File: src/rtl/mult_pkg.sv
// Shared definitions for the nibble-serial 8x8 multiplier: FSM encoding,
// default nibble width and the per-step partial-product shift.
package mult_pkg;

    localparam int HALF_W_DEF = 4;

    typedef enum logic [2:0] {
        S_IDLE = 3'd0,
        S_CYC0 = 3'd1,
        S_CYC1 = 3'd2,
        S_CYC2 = 3'd3,
        S_CYC3 = 3'd4
    } state_t;

    // Shift of each partial product, counted in nibbles (multiply by HALF_W for bits)
    localparam int SH_CYC0 = 0;
    localparam int SH_CYC1 = 1;
    localparam int SH_CYC2 = 1;
    localparam int SH_CYC3 = 2;

endpackage

File: src/rtl/mult4x4.sv
// Combinational unsigned HALF_W x HALF_W multiplier shared by the sequential core.
module mult4x4 #(
    parameter int HALF_W = 4
) (
    input  logic [HALF_W-1:0]   a,
    input  logic [HALF_W-1:0]   b,
    output logic [2*HALF_W-1:0] p
);

    assign p = {{HALF_W{1'b0}}, a} * {{HALF_W{1'b0}}, b};

endmodule

File: src/rtl/mult8x8_seq.sv
// Sequential 8x8 unsigned multiplier: four nibble-pair products from one
// shared mult4x4 are shifted and accumulated over four clocks.
module mult8x8_seq
    import mult_pkg::*;
#(
    parameter int HALF_W = HALF_W_DEF
) (
    input  logic                clk,
    input  logic                reset,
    input  logic                start,
    input  logic [2*HALF_W-1:0] dataa,
    input  logic [2*HALF_W-1:0] datab,
    output logic [4*HALF_W-1:0] product,
    output logic                done,
    output logic                busy,
    output logic [2:0]          state_o
);

    localparam int OP_W = 2 * HALF_W;
    localparam int PR_W = 4 * HALF_W;

    // Handshake: start is sampled only in IDLE; busy covers the four compute
    // cycles; done pulses for one cycle in IDLE as product updates, so busy
    // and done are never high together.

    state_t            state, state_nxt;
    logic [OP_W-1:0]   a_q, b_q;
    logic [PR_W-1:0]   acc, product_q, pp_sh;
    logic [HALF_W-1:0] nib_a, nib_b;
    logic [OP_W-1:0]   pp;
    logic              done_q;
    int                sh_nib;

    always_comb begin
        nib_a  = a_q[HALF_W-1:0];
        nib_b  = b_q[HALF_W-1:0];
        sh_nib = SH_CYC0;
        case (state)
            S_CYC1: begin
                nib_a  = a_q[OP_W-1:HALF_W];
                sh_nib = SH_CYC1;
            end
            S_CYC2: begin
                nib_b  = b_q[OP_W-1:HALF_W];
                sh_nib = SH_CYC2;
            end
            S_CYC3: begin
                nib_a  = a_q[OP_W-1:HALF_W];
                nib_b  = b_q[OP_W-1:HALF_W];
                sh_nib = SH_CYC3;
            end
            default: ;
        endcase
    end

    mult4x4 #(.HALF_W(HALF_W)) u_mult4x4 (
        .a (nib_a),
        .b (nib_b),
        .p (pp)
    );

    assign pp_sh = {{(PR_W-OP_W){1'b0}}, pp} << (sh_nib * HALF_W);

    always_comb begin
        state_nxt = state;
        case (state)
            S_IDLE:  if (start) state_nxt = S_CYC0;
            S_CYC0:  state_nxt = S_CYC1;
            S_CYC1:  state_nxt = S_CYC2;
            S_CYC2:  state_nxt = S_CYC3;
            S_CYC3:  state_nxt = S_IDLE;
            default: state_nxt = S_IDLE;
        endcase
    end

    always_ff @(posedge clk) begin
        if (reset) begin
            state     <= S_IDLE;
            a_q       <= '0;
            b_q       <= '0;
            acc       <= '0;
            product_q <= '0;
            done_q    <= 1'b0;
        end else begin
            state  <= state_nxt;
            done_q <= 1'b0;
            case (state)
                S_IDLE: begin
                    if (start) begin
                        a_q <= dataa;
                        b_q <= datab;
                        acc <= '0;
                    end
                end
                S_CYC0, S_CYC1, S_CYC2: acc <= acc + pp_sh;
                S_CYC3: begin
                    product_q <= acc + pp_sh;
                    done_q    <= 1'b1;
                end
                default: ;
            endcase
        end
    end

    assign product = product_q;
    assign done    = done_q;
    assign busy    = (state != S_IDLE);
    assign state_o = state;

endmodule

File: config.mk
export PLATFORM = sky130hd
export DESIGN_NAME = mult8x8_seq
export DESIGN_NICKNAME = d
export VERILOG_FILES = /design/src/rtl/mult_pkg.sv /design/src/rtl/mult4x4.sv /design/src/rtl/mult8x8_seq.sv
export SDC_FILE = /design/constraint.sdc
export NUM_CORES = 1
export LEC_CHECK = 0
export CORE_MARGIN = 2
export CORE_UTILIZATION = 52
export CTS_BUF_LIST = sky130_fd_sc_hd__clkbuf_8
export CTS_CLUSTER_DIAMETER = 200
export DETAILED_ROUTE_END_ITERATION = 10
export GPL_TIMING_DRIVEN = 0
export PLACE_DENSITY = 0.78
export SYNTH_ARGS = -nofsm -noshare
export SYNTH_HDL_FRONTEND = slang
export SYNTH_SLANG_ARGS = --single-unit
File: constraint.sdc
create_clock -name clk -period 5.2 [get_ports clk]
set_input_delay 1.56 -clock clk [delete_from_list [all_inputs] [get_ports clk]]
set_output_delay 1.56 -clock clk [all_outputs]
set_load 0.005 [all_outputs]
==> results.md, run 1 <==
* Status: finished, violations left
* Failing checks: setup timing
* Min Tclk post-route at 5230 ps
* Sink Count at 52
* Post-route ant nets at 0
* Synth Cell Area at 3290 um2
* Cell with the most instances after synthesis: nand2_1
* Layout Area Growth over Synthesis at 33.5%
* Critical path data required time at 5390 ps
* Largest net degree at the start of global routing at 17
* Post-synthesis sequential area ratio at 31.7%
* Syn_area_per_cell at 7.71 um2
* Clk root buf: clkbuf_8
* IO buf count at 39
* Dominant synthesized flop cell: dfxtp_1
* Max-Cap Viols at 0
* Most frequent cell on the critical path: inv_2
* Syn nets at 477
* Post-synth EDFFs at 0
* Clock Power Share at 27.8%
* Initial antenna violation count at 0
* Peak VDD IR at 159 uV
* Count of final hold-check violations at 0
* Gr ovfl total at 0
* Clk_lat worst skew at 330 ps
* Dpl cells at 540
* R2r setup slk at -30 ps
* Routed via count at 3277
* CTS tree: done
* Wire per inst at 15.6 um
* Synth cell count leaders: 81 x nand2_1, 60 x a21oi_1, 52 x dfxtp_1, 41 x nor2_1, 27 x ha_1
* Synth top area cells: dfxtp_1 32%, ha_1 10%, nand2_1 9.3%
* Final Max Slew Viols at 0
* Max Freq at 191 MHz
* Reg clk slew, reported paths at 100 ps
* Clock Skews at 22.9 ps
* Clock buffer count from CTS at 5
* Worst path max stage delay at 570 ps
* Gate Count Post-Synth at 426
* Cell accounting for the most synthesized area: dfxtp_1
* Dpl ws at -508 ps
* Die span in y at 83.5 um
* Area post-placement at 3800 um2
* Deepest clock path buffer count at 2
* Initial Util at 54.5%
* TNS Setup at -41.0 ps
* Layout cells sized above 1 at 19.5%
* Post-route DRC at 0
* Finished Layout Cells at 573
* Fill count at 453
* Final WL at 8940 um
* H-tree level count at 2
* RSZ-0062 raised after global routing: yes
* First-pass GRT wire length at 13900 um
* Core region area at 6030 um2
* FP Rows at 28
* Final net count at 548
* Via density at 5.72
* Slew of the pin with the lowest slew margin at 769 ps
* Tcrit/Tclk final at 101%
* Finished Cell Area at 4390 um2
* Setup CP Type: register to register
* Sequential cell area at 1050 um2
* I/O pins at 40
* Yosys cell types at 48
* Horiz. Die Dim at 83.5 um
* Final setup viols at 2
* DP HPWL at 6070 um
* Slew margin rel. at 48.8%
* Power Dens Cells at 208 nW/um2
* DRT Pass-1 Iters at 5
* Worst path arrival time at 5420 ps
* Combinational share of power at 25.5%
* Final worst slack at -27.7 ps
* Diode count at 0
* Internal Power at 0.000628 W
* Number of synthesized register bits at 52
* Sequential share of power at 46.7%
* Net Sw Frac at 31.2%
* Total GRT Usage at 24.1%
* Critical path peak fanout at 8
* Total net switching power at 0.000285 W
* Crit path capture type: register
* Number of global-route vias before repair at 3029
* GP Congestion at 0.952
* Synth top area share at 31.7%
* Pleak at 1.80 nW
* CP max-delay cell: fa_1
* Worst min path class: register to register
* Asr flop ratio synth at 0%
* Footprint of the multi-input gates at 2340 um2
* Worst hold slack at 457 ps
* Die area at 6970 um2
* Iteration-0 DRC Markers at 279
* Setup crit start kind: register
* Synth warn at 0
==> metrics by stage <==
stage	utilization [%]	total power, W
final	72.8	0.000914
after global routing	72.8	0.000945
after CTS	68.0	0.000884
after detailed placement	63.0	0.000611
after global placement	63.0	0.000607
after floorplan	-	0.000550
==> path summary, 6_finish.rpt <==
kind	cells past startpoint	from	end
hold / removal	2	a_q[3]	a_q[3]
setup reg to reg	25	state_o[1]	acc[13]
hold reg to reg	2	a_q[3]	a_q[3]
setup / recovery	25	state_o[1]	acc[13]
==> power groups by stage <==
stage / Combinational, W / Sequential, W / Clock, W
floorplan: 0.000122 / 0.000428 / 0
global placement: 0.000178 / 0.000429 / 0
detailed placement: 0.000181 / 0.000430 / 0
CTS: 0.000200 / 0.000425 / 0.000259
global route: 0.000251 / 0.000429 / 0.000265
finish: 0.000233 / 0.000427 / 0.000254
==> layer usage <==
layer | wire length, um | track usage [%]
met5 | 0 | 0
met3 | 599 | 4.35
met2 | 4340 | 42.0
met1 | 3760 | 29.7
met4 | 234 | 9.09
==> critical path: cells and delay by family (launching register included) <==
family	cells	cell delay, ps
adder cells (fa/ha/maj)	4	1730
AO/OA/AOI/OAI	8	1180
AND/OR/NAND/NOR	7	1130
flip-flops	1	390
buffers and inverters	4	290
multiplexers	1	200
XOR/XNOR	1	170
==> cell usage in the layout, fill, tap and decap left out, types with 4 or more instances in the layout <==
cell type	instances
a21oi_1	52
mux2i_4	5
a21oi_2	6
dfxtp_1	50
a21o_1	10
xnor2_1	9
ha_1	24
fa_1	4
inv_1	7
buf_4	26
buf_6	7
clkbuf_8	6
nand2_1	77
o21a_1	5
nor2_1	40
o21ai_0	6
clkbuf_1	12
nand3_1	22
nor3_1	5
clkdlybuf4s50_1	39
==> cell type report <==
type / count / area share (%)
Multi-Input combinational cell: 337 / 53.4
Sequential cell: 52 / 23.8
Timing Repair Buffer: 65 / 13.5
Buffer: 26 / 4.05
Tap cell: 75 / 2.14
Clock buffer: 6 / 1.88
Inverter: 10 / 0.855
Clock inverter: 2 / 0.342
==> flip-flops by register name, summed over array words and instances (netlist names) <==
name	flops
a_q	8
acc	16
b_q	8
done	1
product	16
state_o	3
==> cell families (layout without fill, tap and decap cells) <==
group / count (synthesis) / count (layout) / synth area share [%]
muxes: 7 / 7 / 2.13
AOI/OAI and AO/OA: 106 / 106 / 19.3
xor gates and xnor gates: 15 / 15 / 4.00
DFF: 52 / 52 / 31.7
and+or+nand+nor: 177 / 177 / 24.0
adders and majority gates: 32 / 32 / 13.3
buffers and inverters: 37 / 109 / 5.56
==> what timing repair did <==
action                     4_1_cts  5_1_grt
cloned                           0        0
hold buffers                     0        0
gates resized for setup         31       36
pin swaps                       17       22
setup endpoints to repair       20       18
buffers inserted                10       16
No activity file was read; power rests on OpenSTA's default activity.
==> run 2, diff against run 1 <==
Settings changed: CORE_MARGIN 2 to 4, GPL_ROUTABILITY_DRIVEN set to 0.
==> run 2 against run 1 <==
The flow now finishes without violations. Final cell count fell by 0.70%. Combinational power fell by 5%. Clock skew fell by 14 ps. Critical path type unchanged. Count of clock-buffer cells in the layout fell by 1. Worst hold slack got worse by 2.1 ps. Sequential power barely moved. Largest cell class unchanged. Largest power group unchanged. Clock power rose by 13%. Sequential cell count did not move. Via count fell by 1.9%. Critical path depth did not move. Design area fell by 3.3%. Maximum frequency rose by 0.62%.
==> results.md, run 2 (synthesis gave the netlist of run 1 again) <==
* Worst min path class: register to register (unchanged)
* Count of final hold-check violations at 0 (unchanged)
* First-pass GRT wire length at 14000 um (was 13900 um)
* Layout Area Growth over Synthesis at 29.1% (was 33.5%)
* Post-route DRC at 0 (unchanged)
* Final net count at 544 (was 548)
* Layout cells sized above 1 at 16.2% (was 19.5%)
* Total GRT Usage at 23.1% (was 24.1%)
* Utilization after layout at 70.4% (was 72.8%)
* Die area at 7650 um2 (was 6970 um2)
* Crit path capture type: register (unchanged)
* Setup crit start kind: register (unchanged)
* Setup CP Type: register to register (unchanged)
* RSZ-0062 raised after global routing: yes (unchanged)
* Routed via count at 3216 (was 3277)
* Peak VDD IR at 134 uV (was 159 uV)
* Reg-to-Reg Start: state_o[2] (was state_o[1])
* Area post-placement at 3800 um2 (unchanged)
* PnR Total Power at 0.000933 W (was 0.000914 W)
* Critical path peak fanout at 7 (was 8)
* H-tree level count at 2 (unchanged)
* Die span in y at 87.5 um (was 83.5 um)
* Tcrit/Tclk final at 99.9% (was 101%)
* Final setup viols at 0 (was 2)
* Slew of the pin with the lowest slew margin at 620 ps (was 769 ps)
* Worst R2R Path Depth at 25 (unchanged)
* Status: finished, final reports clean (was finished, violations left)
* Met3 GRT Util at 4.16% (was 4.35%)
* Core region area at 6030 um2 (unchanged)
* Critical path data required time at 5380 ps (was 5390 ps)
* Diode count at 0 (unchanged)
* Post-route ant nets at 0 (unchanged)
* Horiz. Die Dim at 87.5 um (was 83.5 um)
* FP Rows at 28 (unchanged)
* Sink Count at 52 (unchanged)
* Clk root buf: clkbuf_8 (unchanged)
* Final WL at 8670 um (was 8940 um)
* IO buf count at 39 (unchanged)
* Reg clk slew, reported paths at 110 ps (was 100 ps)
* Clock buffer count from CTS at 5 (unchanged)
* Commonest cells after routing, fill and taps aside: 78 x nand2_1, 56 x a21oi_1, 50 x dfxtp_1 (was 77 x nand2_1, 52 x a21oi_1, 50 x dfxtp_1)
* Initial Util at 54.5% (unchanged)
* Dpl cells at 540 (unchanged)
* Via density at 5.65 (was 5.72)
* Iteration-0 DRC Markers at 240 (was 279)
* Crit. Startpoint: state_o[2] (was state_o[1])
* Clk_lat worst skew at 310 ps (was 330 ps)
* DRT Pass-1 Iters at 5 (unchanged)
* DP HPWL at 6150 um (was 6070 um)
* Commonest non-fill, non-tap cell in the layout: nand2_1 (unchanged)
* Gr ovfl total at 0 (unchanged)
* Worst path arrival time at 5370 ps (was 5420 ps)
* Reg2reg end: product[13] (was acc[13])
* Min Tclk post-route at 5200 ps (was 5230 ps)
* Met1 track demand over resource at 27.1% (was 29.7%)
* Max Freq at 192 MHz (was 191 MHz)
* Deepest clock path buffer count at 2 (unchanged)
* Finished Cell Area at 4240 um2 (was 4390 um2)
* Pleak at 1.76 nW (was 1.80 nW)
* Clock Skews at 9.12 ps (was 22.9 ps)
* Crit path to: product[13] (was acc[13])
* Fill count at 508 (was 453)
* Slew margin rel. at 58.7% (was 48.8%)
* Met2 usage at 42.5% (was 42.0%)
* Wire per inst at 15.2 um (was 15.6 um)
* Final Max Slew Viols at 0 (unchanged)
* Power Dens Cells at 220 nW/um2 (was 208 nW/um2)
* Finished Layout Cells at 569 (was 573)
* Max-Cap Viols at 0 (unchanged)
* Number of global-route vias before repair at 3022 (was 3029)
* CTS tree: done (unchanged)
* I/O pins at 40 (unchanged)
* Gr busiest metal: met2 (unchanged)
* Initial antenna violation count at 0 (unchanged)
* Largest net degree at the start of global routing at 17 (unchanged)
* R2r setup slk at 4 ps (was -30 ps)
==> run 2: power by group <==
group,internal (W),switching (W)
sequential,0.000412,0.0000130
combinational,0.000100,0.000121
clock,0.000143,0.000144
==> run 2: routing by layer <==
| layer | wire length, um | up-vias | share of wire, % |
|---|---|---|---|
| li1 | - | 1609 | - |
| met1 | 3580 | 1481 | 41 |
| met2 | 4440 | 112 | 51 |
| met3 | 535 | 14 | 6.2 |
| met4 | 126 | 0 | 1.5 |
| met5 | 0 | - | 0 |
==> run 2: layout make-up <==
| type | instances | area [um2] | share of cell area (%) |
|---|---|---|---|
| buffer | 26 | 164 | 3.86 |
| clock buffer | 5 | 68.8 | 1.62 |
| sequential | 52 | 1050 | 24.7 |
| multi-input combinational | 337 | 2230 | 52.6 |
| tap | 75 | 93.8 | 2.21 |
| clock inverter | 3 | 42.5 | 1.00 |
| inverter | 10 | 37.5 | 0.885 |
| timing repair buffer | 61 | 557 | 13.1 |
==> run 2: timing repair <==
item	CTS	global route
buffers inserted	10	12
hold endpoints to repair	0	0
setup endpoints to repair	18	18
gates resized for setup	25	24
pin swaps	18	24
hold buffers	0	0
==> run 2: worst min path at each step <==
stage | start | endpoint | slack, ps | depth (start not counted)
floorplan | a_q[0] | a_q[0] | 440 | 2
global placement | b_q[1] | b_q[1] | 440 | 2
detailed placement | product[12] | product[12] | 450 | 2
CTS | product[12] | product[12] | 460 | 2
global route | product[12] | product[12] | 470 | 2
finish | product[10] | product[10] | 460 | 2
==> run 2: through the flow <==
| stage | hold WS [ps] | worst slack (ps) | setup TNS (ps) |
|---|---|---|---|
| detailed placement | 446 | -547 | -5580 |
| CTS | 459 | 5.16 | 0 |
| global placement | 442 | -467 | -4010 |
| floorplan | 436 | 26.3 | 0 |
| global route | 473 | -244 | -1920 |
| finish | 455 | 4.46 | 0 |
==> run 2: critical path: stages, from the launching register on <==
cell	delay (ps)
dfxtp_2	340
buf_6	130
nand2b_4	160
a21oi_4	170
buf_6	140
mux2i_4	80
or2_4	240
fa_1	550
inv_2	40
fa_1	570
inv_2	50
fa_2	370
inv_2	50
a21o_1	130
a21oi_2	70
xnor2_2	140
nand2_1	100
a21oi_2	160
ha_1	260
a21o_1	190
a31o_2	220
o211ai_1	210
a21oi_1	120
or3_1	380
nand3_1	90
a21oi_1	70
==> run 3, diff against run 2 <==
Settings changed: CORE_MARGIN 4 to unset, HOLD_SLACK_MARGIN set to 0.03.
==> run 3 against run 2 <==
The run now ends with DRC, setup timing left. Sequential share of layout area is 1.3 points lower. Design area rose by 5.6%. Count of clock-buffer cells in the layout unchanged. Global-route usage rose by 5.9 points. Clock skew increased by 4.3 ps. Largest cell class unchanged.
==> results.md, run 3 (synthesis gave the netlist of run 1 again) <==
* Reg-to-Reg Start: state_o[2] (unchanged)
* Critical path peak fanout at 4 (was 7)
* Worst Min Path Start: product[12] (was product[10])
* Gr ovfl total at 0 (unchanged)
* Max-Cap Viols at 0 (unchanged)
* Power Dens Cells at 225 nW/um2 (was 220 nW/um2)
* Sink Count at 52 (unchanged)
* Crit path capture type: register (unchanged)
* Slew margin rel. at 56.6% (was 58.7%)
* First-pass GRT wire length at 14500 um (was 14000 um)
* Post-route DRC at 1 (was 0)
* R2r setup slk at -120 ps (was 4 ps)
* Peak VDD IR at 170 uV (was 134 uV)
* Total GRT Usage at 29.0% (was 23.1%)
* Clock Skews at 13.5 ps (was 9.12 ps)
* Fill count at 412 (was 508)
* Worst hold slack at 458 ps (was 455 ps)
* Iteration-0 DRC Markers at 205 (was 240)
* Final WL at 9320 um (was 8670 um)
* Layout cells sized above 1 at 21.7% (was 16.2%)
* I/O pins at 40 (unchanged)
* IO buf count at 39 (unchanged)
* Layout Area Growth over Synthesis at 36.4% (was 29.1%)
* DRT Pass-1 Iters at 8 (was 5)
* Dpl ws at -806 ps (was -547 ps)
* Max Freq at 188 MHz (was 192 MHz)
* Final setup viols at 8 (was 0)
* Initial antenna violation count at 0 (unchanged)
* Clock buffer count from CTS at 5 (unchanged)
* Number of global-route vias before repair at 3139 (was 3022)
* Commonest non-fill, non-tap cell in the layout: nand2_1 (unchanged)
* Worst path arrival time at 5510 ps (was 5370 ps)
* Setup CP Type: register to register (unchanged)
* Depth of the worst hold-timing path at 2 (unchanged)
* Status: finished, violations left (was finished, final reports clean)
* FP Rows at 28 (unchanged)
* DP HPWL at 6170 um (was 6150 um)
* Finished Layout Cells at 578 (was 569)
* Pleak at 1.82 nW (was 1.76 nW)
* Critical path data required time at 5390 ps (was 5380 ps)
* Worst min path class: register to register (unchanged)
* Post-CTS Hold Fix Bufs at 0 (unchanged)
* Count of final hold-check violations at 0 (unchanged)
* Sequential cell area at 1050 um2 (unchanged)
* Routed via count at 3395 (was 3216)
* Final net count at 553 (was 544)
* Tcrit/Tclk final at 102% (was 99.9%)
* Reg2reg end: product[13] (unchanged)
* H-tree level count at 2 (unchanged)
* Failing checks: DRC, setup timing
* Dpl cells at 540 (unchanged)
* Diode count at 0 (unchanged)
* CTS tree: done (unchanged)
* Largest net degree at the start of global routing at 18 (was 17)
* Final Max Slew Viols at 0 (unchanged)
* Die span in y at 81.5 um (was 87.5 um)
* Post-route ant nets at 0 (unchanged)
* Horiz. Die Dim at 81.5 um (was 87.5 um)
* Core region area at 5990 um2 (was 6030 um2)
* Reg clk slew, reported paths at 110 ps (about the same)
* Clk root buf: clkbuf_8 (unchanged)
* RSZ-0062 raised after global routing: yes (unchanged)
* Via density at 5.87 (was 5.65)
* Wire per inst at 16.1 um (was 15.2 um)
* Commonest cells after routing, fill and taps aside: 77 x nand2_1, 50 x dfxtp_1, 49 x a21oi_1 (was 78 x nand2_1, 56 x a21oi_1, 50 x dfxtp_1)
* Clk_lat worst skew at 320 ps (was 310 ps)
* Deepest clock path buffer count at 2 (unchanged)
* Setup crit start kind: register (unchanged)
* Hold endpoint: product[12] (was product[10])
* Footprint of the multi-input gates at 2360 um2 (was 2230 um2)
* Worst R2R Path Depth at 25 (unchanged)
* Utilization after layout at 74.8% (was 70.4%)
* Min Tclk post-route at 5320 ps (was 5200 ps)
* Die area at 6640 um2 (was 7650 um2)
* Initial Util at 54.8% (was 54.5%)
* Slew of the pin with the lowest slew margin at 652 ps (was 620 ps)
* Final worst slack at -122 ps (was 4.46 ps)
[run 3: cell types whose count changed in the layout (fill, tap and decap cells not counted), moves of 2 or more]
cell	delta
buf_4	+7
buf_6	+4
nand3_1	-2
a21oi_2	+6
nand3_2	+2
ha_1	-3
a21oi_1	-7
ha_4	+3
[run 3: critical path, cell delays in order, from the launching register on]
cell	delay [ps]
dfxtp_4	360
buf_6	120
nand2b_4	150
a21oi_4	180
buf_6	140
mux2i_2	70
or2_4	240
fa_1	550
inv_2	50
fa_1	570
inv_2	50
fa_2	390
inv_2	60
a21o_1	120
a21oi_2	80
xnor2_2	210
nand2_2	120
a21oi_4	200
ha_4	230
a21o_1	160
a31o_4	210
o211ai_1	270
a21oi_2	120
or3_4	400
nand3_2	90
a21oi_2	60
[run 3: worst max-delay path by stage]
stage,from,endpoint,slack (ps),cells past startpoint
3_3_place_gp,state_o[1],product[13],-670,25
3_5_place_dp,state_o[1],product[13],-810,25
2_1_floorplan,state_o[2],acc[13],30,25
4_1_cts,state_o[2],product[13],10,25
6_report,state_o[2],product[13],-120,25
5_1_grt,state_o[2],product[13],-300,25
[run 3: timing repair]
action | in CTS | in global routing
gates resized for setup | 42 | 35
setup buffers | 21 | 10
cloned | 0 | 0
pin swaps | 25 | 23
setup endpoints to repair | 20 | 18
[run 3: layout make-up]
| class | count | share of cell area [%] |
|---|---|---|
| Buffer | 26 | 3.85 |
| Clock buffer | 5 | 1.54 |
| Clock inverter | 3 | 1.54 |
| Inverter | 10 | 0.838 |
| Multi-Input combinational cell | 337 | 52.6 |
| Sequential cell | 52 | 23.3 |
| Tap cell | 75 | 2.09 |
| Timing Repair Buffer | 70 | 14.2 |
[run 3: per-layer routing]
layer | global-route usage [%] | vias up | routed length (um)
met3 | 5.33 | 35 | 631
met5 | 0 | - | 0
met1 | 33.0 | 1569 | 3660
li1 | - | 1627 | -
met4 | 18.2 | 0 | 437
met2 | 49.9 | 164 | 4590
[run 3: where the power goes]
part / leakage, nW / internal, W / switching [W] / total [W]
sequential: 0.423 / 0.000412 / 0.0000110 / 0.000423
clock: 0.0687 / 0.000194 / 0.000151 / 0.000345
combinational: 1.33 / 0.000109 / 0.000132 / 0.000241
[run 3: stage by stage]
step	power (W)	cell area [um2]	setup TNS, ps
floorplan	0.000550	3310	0
global placement	0.000607	3800	-7170
detailed placement	0.000610	3800	-9850
CTS	0.000979	4260	0
global route	0.00105	4480	-3510
finish	0.00101	4480	-470
